**config.mk**
```make
export PLATFORM = sky130hd
export DESIGN_NAME = sd_sector_streamer
export DESIGN_NICKNAME = d
export VERILOG_FILES = /design/src/rtl/sd_sector_streamer.sv
export SDC_FILE = /design/constraint.sdc
export NUM_CORES = 1
export LEC_CHECK = 0
export ABC_AREA = 1
export BUFFER_PORTS_ARGS = -buffer_cell sky130_fd_sc_hd__buf_2
export CORE_UTILIZATION = 55
export CTS_CLUSTER_DIAMETER = 50
export DETAILED_ROUTE_END_ITERATION = 8
export PLACE_DENSITY = 0.75
export SYNTH_ARGS = -nofsm -noshare
export SYNTH_HDL_FRONTEND = slang
export SYNTH_SLANG_ARGS = --single-unit
```
**constraint.sdc**
```tcl
create_clock -name clk -period 3.8 [get_ports clk]
set_input_delay 0.76 -clock clk [delete_from_list [all_inputs] [get_ports clk]]
set_output_delay 0.76 -clock clk [all_outputs]
set_load 0.01 [all_outputs]
```
**src/rtl/sd_sector_streamer.sv**
```systemverilog
// sd_sector_streamer: multi-sector SD read engine. Pulls bytes from sd_spi one handshake
// at a time, packs them little-endian into WORD_BYTES-wide words and buffers the words in
// a first-word-fall-through FIFO behind a valid/ready stream.
module sd_sector_streamer #(
    parameter int unsigned WORD_BYTES   = 1,
    parameter int unsigned FIFO_DEPTH   = 16,
    parameter int unsigned SECTOR_BYTES = 512,
    parameter int unsigned COUNT_W      = 8
) (
    input  logic                    clk,
    input  logic                    reset,
    input  logic                    start,
    input  logic [31:0]             start_addr,
    input  logic [COUNT_W-1:0]      sector_count,
    output logic                    busy,
    output logic                    done,
    output logic                    error,
    output logic [2:0]              error_code,
    output logic                    sd_rd,
    output logic [31:0]             sd_addr,
    input  logic [7:0]              sd_dout,
    input  logic                    sd_dout_avail,
    output logic                    sd_dout_taken,
    input  logic                    sd_busy,
    input  logic                    sd_error,
    input  logic [2:0]              sd_error_code,
    output logic                    m_valid,
    output logic [8*WORD_BYTES-1:0] m_data,
    output logic                    m_last,
    output logic                    m_end,
    input  logic                    m_ready
);

    localparam int unsigned WORD_W  = 8 * WORD_BYTES;
    localparam int unsigned IDX_W   = (WORD_BYTES > 1) ? $clog2(WORD_BYTES) : 1;
    localparam int unsigned BYTE_W  = $clog2(SECTOR_BYTES);
    localparam int unsigned PTR_W   = $clog2(FIFO_DEPTH);
    localparam int unsigned CNT_W   = PTR_W + 1;
    localparam int unsigned ENTRY_W = WORD_W + 2;

    typedef enum logic [2:0] {
        StIdle, StReq, StXfer, StTake, StSectEnd, StDone, StErr
    } state_t;

    state_t               state_q;
    logic [COUNT_W-1:0]   remaining_q;
    logic [BYTE_W-1:0]    byte_cnt_q;
    logic [IDX_W-1:0]     pack_idx_q;
    logic [WORD_W-1:0]    pack_buf_q;

    logic [ENTRY_W-1:0]   fifo_mem_q [FIFO_DEPTH];
    logic [PTR_W-1:0]     wr_ptr_q;
    logic [PTR_W-1:0]     rd_ptr_q;
    logic [CNT_W-1:0]     fifo_cnt_q;
    logic [ENTRY_W-1:0]   head;

    logic                 word_complete;
    logic                 fifo_room;
    logic                 pop;
    logic                 accept;
    logic                 push;
    logic                 push_last;
    logic                 push_end;
    logic                 active;
    logic [WORD_W-1:0]    push_word;

    assign active        = (state_q != StIdle) && (state_q != StErr);
    // Taken must coincide with the capture cycle, so it is decoded rather than registered.
    assign sd_dout_taken = accept;

    assign head    = fifo_mem_q[rd_ptr_q];
    assign m_valid = (fifo_cnt_q != '0);
    assign m_data  = m_valid ? head[WORD_W-1:0] : '0;
    assign m_last  = m_valid & head[WORD_W];
    assign m_end   = m_valid & head[WORD_W+1];

    // Byte acceptance: a byte that completes a word needs FIFO room (a same-cycle pop counts).
    always_comb begin
        word_complete = (pack_idx_q == IDX_W'(WORD_BYTES - 1));
        pop           = m_valid & m_ready;
        fifo_room     = (fifo_cnt_q != CNT_W'(FIFO_DEPTH)) | pop;
        accept        = !reset && (state_q == StXfer) && sd_dout_avail && !sd_error &&
                        (!word_complete || fifo_room);
        push          = accept && word_complete;
        push_last     = (byte_cnt_q == BYTE_W'(SECTOR_BYTES - 1));
        push_end      = push_last && (remaining_q == COUNT_W'(1));
        push_word     = pack_buf_q;
        for (int k = 0; k < WORD_BYTES; k++) begin
            if (pack_idx_q == IDX_W'(k)) begin
                push_word[8*k +: 8] = sd_dout;
            end
        end
    end

    // Sector/byte sequencing FSM with registered control outputs and packer state.
    always_ff @(posedge clk) begin
        if (reset) begin
            state_q     <= StIdle;
            busy        <= 1'b0;
            done        <= 1'b0;
            error       <= 1'b0;
            error_code  <= 3'd0;
            sd_rd       <= 1'b0;
            sd_addr     <= 32'd0;
            remaining_q <= '0;
            byte_cnt_q  <= '0;
            pack_idx_q  <= '0;
            pack_buf_q  <= '0;
        end else begin
            done <= 1'b0;
            if (accept) begin
                pack_buf_q <= push_word;
                pack_idx_q <= word_complete ? '0 : pack_idx_q + 1'b1;
                byte_cnt_q <= push_last ? '0 : byte_cnt_q + 1'b1;
            end
            if (active && sd_error) begin
                state_q    <= StErr;
                error      <= 1'b1;
                error_code <= sd_error_code;
                sd_rd      <= 1'b0;
                pack_idx_q <= '0;
            end else begin
                case (state_q)
                    StIdle: begin
                        if (start) begin
                            error <= 1'b0;
                            if (sector_count != '0) begin
                                sd_addr     <= start_addr;
                                remaining_q <= sector_count;
                                byte_cnt_q  <= '0;
                                pack_idx_q  <= '0;
                                sd_rd       <= 1'b1;
                                busy        <= 1'b1;
                                state_q     <= StReq;
                            end else begin
                                done <= 1'b1;
                            end
                        end
                    end
                    StReq: begin
                        if (sd_busy) begin
                            sd_rd   <= 1'b0;
                            state_q <= StXfer;
                        end
                    end
                    StXfer: begin
                        if (accept) begin
                            state_q <= StTake;
                        end
                    end
                    StTake: begin
                        // Counter returns to 0 only after the last byte of the sector.
                        if (!sd_dout_avail) begin
                            state_q <= (byte_cnt_q == '0) ? StSectEnd : StXfer;
                        end
                    end
                    StSectEnd: begin
                        if (!sd_busy) begin
                            sd_addr     <= sd_addr + 32'd1;
                            remaining_q <= remaining_q - 1'b1;
                            if (remaining_q == COUNT_W'(1)) begin
                                done    <= 1'b1;
                                state_q <= StDone;
                            end else begin
                                byte_cnt_q <= '0;
                                sd_rd      <= 1'b1;
                                state_q    <= StReq;
                            end
                        end
                    end
                    StDone: begin
                        busy    <= 1'b0;
                        state_q <= StIdle;
                    end
                    StErr: begin
                        busy    <= 1'b0;
                        state_q <= StIdle;
                    end
                    default: begin
                        busy    <= 1'b0;
                        state_q <= StIdle;
                    end
                endcase
            end
        end
    end

    // FIFO pointers and occupancy.
    always_ff @(posedge clk) begin
        if (reset) begin
            wr_ptr_q   <= '0;
            rd_ptr_q   <= '0;
            fifo_cnt_q <= '0;
        end else begin
            if (push) begin
                wr_ptr_q <= wr_ptr_q + 1'b1;
            end
            if (pop) begin
                rd_ptr_q <= rd_ptr_q + 1'b1;
            end
            if (push && !pop) begin
                fifo_cnt_q <= fifo_cnt_q + 1'b1;
            end else if (!push && pop) begin
                fifo_cnt_q <= fifo_cnt_q - 1'b1;
            end
        end
    end

    // FIFO storage: {end, last, data} per entry.
    always_ff @(posedge clk) begin
        if (push) begin
            fifo_mem_q[wr_ptr_q] <= {push_end, push_last, push_word};
        end
    end

endmodule
```
==> flow_summary.toml, run 1 <==
[outcome]
status = "complete, no violations"

[critical_path]
crit_slowest_cell = "dfxtp_2"
critPathRequiredTime_ns = 3.04
rr_startpoint = "state_q[1]"
cp_slowest_stage_delay_ns = 0.50
r2r_end = "fifo_cnt_q[4]"
start_kind = "register"
cpLargestDelayFamily = "compound AO/OA/AOI/OAI gates"
cp.arrival_ns = 2.40
path_class = "register to primary output"
endpoint = "m_data[6]"
reg2reg_slack_ns = 1.20
path_buf_inv = 2
ff2ff_path_depth = 12
end_kind = "primary output"
cp_cell_sequence = "buf_12 -> nand2_1 -> nand3_1 -> nand2_1 -> a21oi_1 -> o31ai_1 -> a21oi_1 -> buf_2"
crit_fanout = 69
cp.depth = 8

[clock_tree]
cts.clk_slew.worst_paths_ns = 0.06
cts_hold_buf = 0
cts_setup_buffers = 0
cts_root_buf = "clkbuf_16"
cts_resized = 0
cts_sinks = 245
ctsLongestPathBuffers = 3
cts_tree = "done"
cts-buffers-inserted = 27
htree_levels = 1
insertion_delay_ns = 0.53

[grt]
grt.overflow.total = 0
grt_usage = 0.274
grt_pass1_vias = 9210
grt_max_degree = 70
antenna_found_initial = 0
grt_pass1_wl_um = 46700

[finish]
fin_util = 0.649
area_delta_synth_final_pct = 14.6
fillers = 1701
diodes = 0
layout-drive-gt1-share = 0.138
instances_no_fill = 1761
nets = 1544

[sta]
slew_violations = 0
fmax_ghz = 0.317
setup_viol = 0
finalCriticalPeriod_ns = 3.16
fin_crit_sh = 0.831
rsz0062_at_grt = "false"
tns_ns = 0
setup_ws_ns = 0.642
hold_viol_final = 0
fin_skew_ns = 0.00786
tightest_slew_ns = 1.04
max-slew-margin-rel = 0.302

[synth]
async_flop_share = 0
synthesis.area_sq_um = 11600
synth_top_cell_area_share = 0.414
synth_common_cells = "nand2_1, nor2_1, edfxtp_1"
ys_warn_count = 0
avgSynthCellArea_sq_um = 8.54
synth_nets = 1434
synth_top_area_cell = "edfxtp_1"
ys_types = 44
ys_seq_area_frac = 0.560
synth_ff_type = "edfxtp_1"
synth_edf_count = 160
synth.most_common_cell = "nand2_1"
yosys_register_bits = 245
syn_inst = 1360
netlist_top_cells_area = "edfxtp_1, dfxtp_1, nand2_1, nor2_1, o21ai_0"

[place]
place_ws_ns = 0.881
dp_hpwl_um = 18800
gp_congestion = 0.905
place_inst = 1711
numPortBuffers = 108

[drt]
drt_iter0_markers = 808
vias_per_cell = 5.51
vias = 9698
drt_pre_antenna_iters = 5
wl_per_cell_um = 16.5
ant_nets = 0
drc = 0
wirelength_um = 29100

[power]
p_leak_nw = 5.09
peakVddDrop_mv = 0.690
power.density_nw_per_um2 = 646

[floorplan]
start_util = 0.567
die-width_um = 147
pin_count = 109
die_h_um = 147
dieArea_sq_um = 21700
rows = 52
core_sq_um = 20500

[job]
drv_cap = 0

[min_path]
min_path_type = "register to register"
[how the worst min path moves through the flow]
stage,depth (start not counted),end,start
after CTS,2,error_code[1],error_code[1]
after global placement,2,error_code[0],error_code[0]
after floorplan,2,pack_buf_q[6],pack_buf_q[6]
final,2,error_code[1],error_code[1]
after global routing,2,error_code[1],error_code[1]
after detailed placement,2,error_code[1],error_code[1]
[cells in the final DEF (no fill, tap or decap), types with 9 or more instances in the layout]
cell       netlist  layout
nand2_1        328     328
ha_1            15      15
o21ai_1          6      10
nand3_1         75      75
o221ai_1        10      10
clkbuf_1        36       9
edfxtp_1       160     160
nor3_1          10      10
a21oi_1        101     101
inv_1           94      94
dfxtp_1         85      84
buf_4            5      31
o21ai_0        122     116
clkbuf_16        0      27
nor2_1         222     222
buf_2           12     108
o31ai_1         10      10
o211ai_1        10      10
[metal layers]
metal / global-route usage / vias to the layer above / part of all wire
met3: 0.0450 / 40 / 0.081
li1: - / 4788 / -
met2: 0.465 / 393 / 0.48
met5: 0 / - / 0
met1: 0.361 / 4477 / 0.42
met4: 0.0804 / 0 / 0.020
[metrics by stage]
step                instance area [sq um]  hold slack, ns  power, mW
finish                              13300           0.449       8.60
global route                        13300           0.458       9.14
CTS                                 13300           0.448       8.62
detailed placement                  12500           0.437       6.18
global placement                    12500           0.432       6.10
floorplan                           11600           0.425       5.35
[cell type report]
type                       instances  area (sq um)  share of cell area
timing repair buffer             140           793              0.0596
inverter                         101           379              0.0285
clock inverter                    11          86.3             0.00649
tap                              270           338              0.0254
clock buffer                      39           751              0.0564
multi-input combinational        955          4450               0.335
sequential                       245          6510               0.489
[kinds of logic after synthesis]
family                   count (synthesis)  synth area share
AO/OA/AOI/OAI                          273             0.128
XOR/XNOR                                 6           0.00452
adder cells (fa/ha/maj)                 16            0.0179
buffers and inverters                  160            0.0572
flip-flops                             245             0.560
multiplexers                             1          0.000862
AND/OR/NAND/NOR                        659             0.232
[sequential cells by signal, indices dropped and copies added (netlist names), named ones only]
name,count
state_q,3
byte_cnt_q,9
busy,1
sd_rd,1
error_code,3
wr_ptr_q,4
pack_idx_q,1
rd_ptr_q,4
fifo_cnt_q,5
remaining_q,8
sd_addr,32
fifo_mem_q,160
done,1
pack_buf_q,8
error,1
[worst register-to-register path: stages (launching register included)]
cell and delay, ns:
dfxtp_1 0.55, nand3_1 0.17, nor2_1 0.17, nand2_2 0.10
nor2_4 0.20, ha_1 0.28, inv_1 0.10, ha_1 0.34
nand2_1 0.06, o21ai_0 0.20, xor2_1 0.18, nand2_1 0.07
a21oi_1 0.11
[power breakdown]
group / total [mW] / leakage [nW] / internal (mW) / switching (mW)
combinational: 2.81 / 2.58 / 0.935 / 1.88
sequential: 3.34 / 2.10 / 3.06 / 0.279
clock: 2.45 / 0.407 / 1.44 / 1.01
Power figures use the tool's default switching activity.
==> inputs of run 2 (changes only) <==
Settings changed: CORE_UTILIZATION 55 to 54, PLACE_DENSITY 0.75 to 0.77.
Clock period 3.8 ns to 2.8 ns, I/O delays scaled along.
==> run 2 against run 1 <==
  * Global-route usage shrank 1.5 points
  * Critical path depth is the same
  * Sequential power grew 36%
  * Wire length shrank 1.4%
  * Clock skew grew 0.021 ns
  * Clock power grew 52%
  * Via count grew 0.66%
  * Non-clock buffer count grew 13
  * Core utilization shrank 0.48 points
  * Largest cell class unchanged
  * Largest power group unchanged
==> flow_summary.toml, run 2 (synthesis results as in run 1) <==
[grt]
antenna_found_initial = 0
grt_usage = 0.259
grt_pass1_wl_um = 45700
grt_max_degree = 63
grt.overflow.total = 0
grt_pass1_vias = 9001

[finish]
regMostFlops = "fifo_mem_q"
largest_register_ffs = 160
fillers = 1744
instances_no_fill = 1781
area_delta_synth_final_pct = 17.0
final_cell_mix = "nand2_1, nor2_1, edfxtp_1"
diodes = 0
fin_util = 0.645
layout-drive-gt1-share = 0.151
reg_top3 = "fifo_mem_q (160), sd_addr (32), byte_cnt_q (9)"
nets = 1558
layout_commonest_cell = "nand2_1"

[power]
power.density_nw_per_um2 = 896
peakVddDrop_mv = 0.687
power_mw = 12.2
p_leak_nw = 5.22

[critical_path]
endpoint = "m_data[2]"
crit_fanout = 18
ff2ff_path_depth = 12
reg2reg_slack_ns = 0.39
rr_startpoint = "state_q[1]"
r2r_end = "fifo_cnt_q[4]"
path_class = "register to primary output"
critPathRequiredTime_ns = 2.24
start_kind = "register"
cp.arrival_ns = 2.19
end_kind = "primary output"

[drt]
drt_iter0_markers = 782
vias = 9762
drc = 0
drt_pre_antenna_iters = 5
ant_nets = 0
vias_per_cell = 5.48
wl_per_cell_um = 16.1
wirelength_um = 28700

[clock_tree]
cts-buffers-inserted = 28
cts_root_buf = "clkbuf_16"
cts.clk_slew.worst_paths_ns = 0.06
htree_levels = 1
cts_tree = "done"
insertion_delay_ns = 0.55
ctsLongestPathBuffers = 3
cts_sinks = 245

[job]
drv_cap = 0

[floorplan]
die_h_um = 149
rows = 53
start_util = 0.551
core_sq_um = 21100
pin_count = 109
die-width_um = 149
dieArea_sq_um = 22100

[place]
gp_congestion = 0.935
numPortBuffers = 108
dp_hpwl_um = 18500
place_inst = 1727

[sta]
max-slew-margin-rel = 0.585
setup_viol = 0
fin_skew_ns = 0.0284
finalCriticalPeriod_ns = 2.75
fin_crit_sh = 0.982
fmax_ghz = 0.364
slew_violations = 0
hold_viol_final = 0
tightest_slew_ns = 0.622

[min_path]
min_path_type = "input port to register"

[outcome]
status = "complete, no violations"
-- run 2: changes by cell type in the layout (fill, tap and decap cells not counted), sizes merged --
cell | before | now
buf | 140 | 152
bufinv | 1 | 4
clkbuf | 39 | 30
clkinv | 9 | 15
clkinvlp | 2 | 3
inv | 100 | 102
-- run 2: worst min path at each step --
stage,from,endpoint,cells past startpoint
3_3_place_gp,error_code[0],error_code[0],2
3_5_place_dp,error_code[2],error_code[2],2
5_1_grt,sd_error_code[1],error_code[1],3
6_report,sd_error_code[0],error_code[0],3
2_1_floorplan,pack_buf_q[6],pack_buf_q[6],2
4_1_cts,sd_error_code[0],error_code[0],3
-- run 2: metrics by stage --
stage | worst slack, ns | cell area, sq um | hold WS, ns | TNS, ns
after floorplan | 0.349 | 11600 | 0.425 | 0
after global placement | 0.329 | 12600 | 0.431 | 0
after detailed placement | 0.216 | 12600 | 0.442 | 0
after CTS | 0.0331 | 13500 | 0.285 | 0
after global routing | -0.00536 | 13600 | 0.322 | -0.0151
final | 0.0494 | 13600 | 0.302 | 0
-- run 2: timing repair --
item,in CTS,in global routing
setup endpoints to repair,10,11
hold endpoints to repair,0,0
buffers inserted,0,1
cloned,0,1
hold buffers,0,0
resized for setup,1,11
-- run 2: worst max-delay path, stage by stage (launching register included) --
cell and delay, ns:
dfxtp_4 0.44, buf_6 0.20, nand2_1 0.06, nand3_1 0.10, nand2_1 0.07, a21oi_1 0.26, o31ai_2 0.16, a21oi_1 0.17
buf_2 0.16
-- run 2: power by group --
group	internal (mW)	leakage, nW	switching, mW	total, mW
Sequential	4.15	2.10	0.373	4.53
Clock	2.22	0.464	1.50	3.72
Combinational	1.35	2.66	2.58	3.94
-- run 2: layout make-up --
class / instances / area, sq um / share of cell area
clock buffers: 29 / 704 / 0.0518
clock inverters: 23 / 248 / 0.0182
inverters: 101 / 390 / 0.0287
multi-input cells: 955 / 4460 / 0.328
flip-flops and latches: 245 / 6510 / 0.479
well taps: 275 / 344 / 0.0253
repair buffers: 153 / 936 / 0.0689
-- run 2: layer usage --
| layer | global-route usage | wire length, um | part of all wire |
|---|---|---|---|
| met5 | 0 | 0 | 0 |
| met4 | 0.0763 | 663 | 0.023 |
| met3 | 0.0414 | 2440 | 0.085 |
| met2 | 0.428 | 13500 | 0.47 |
| met1 | 0.351 | 12100 | 0.42 |
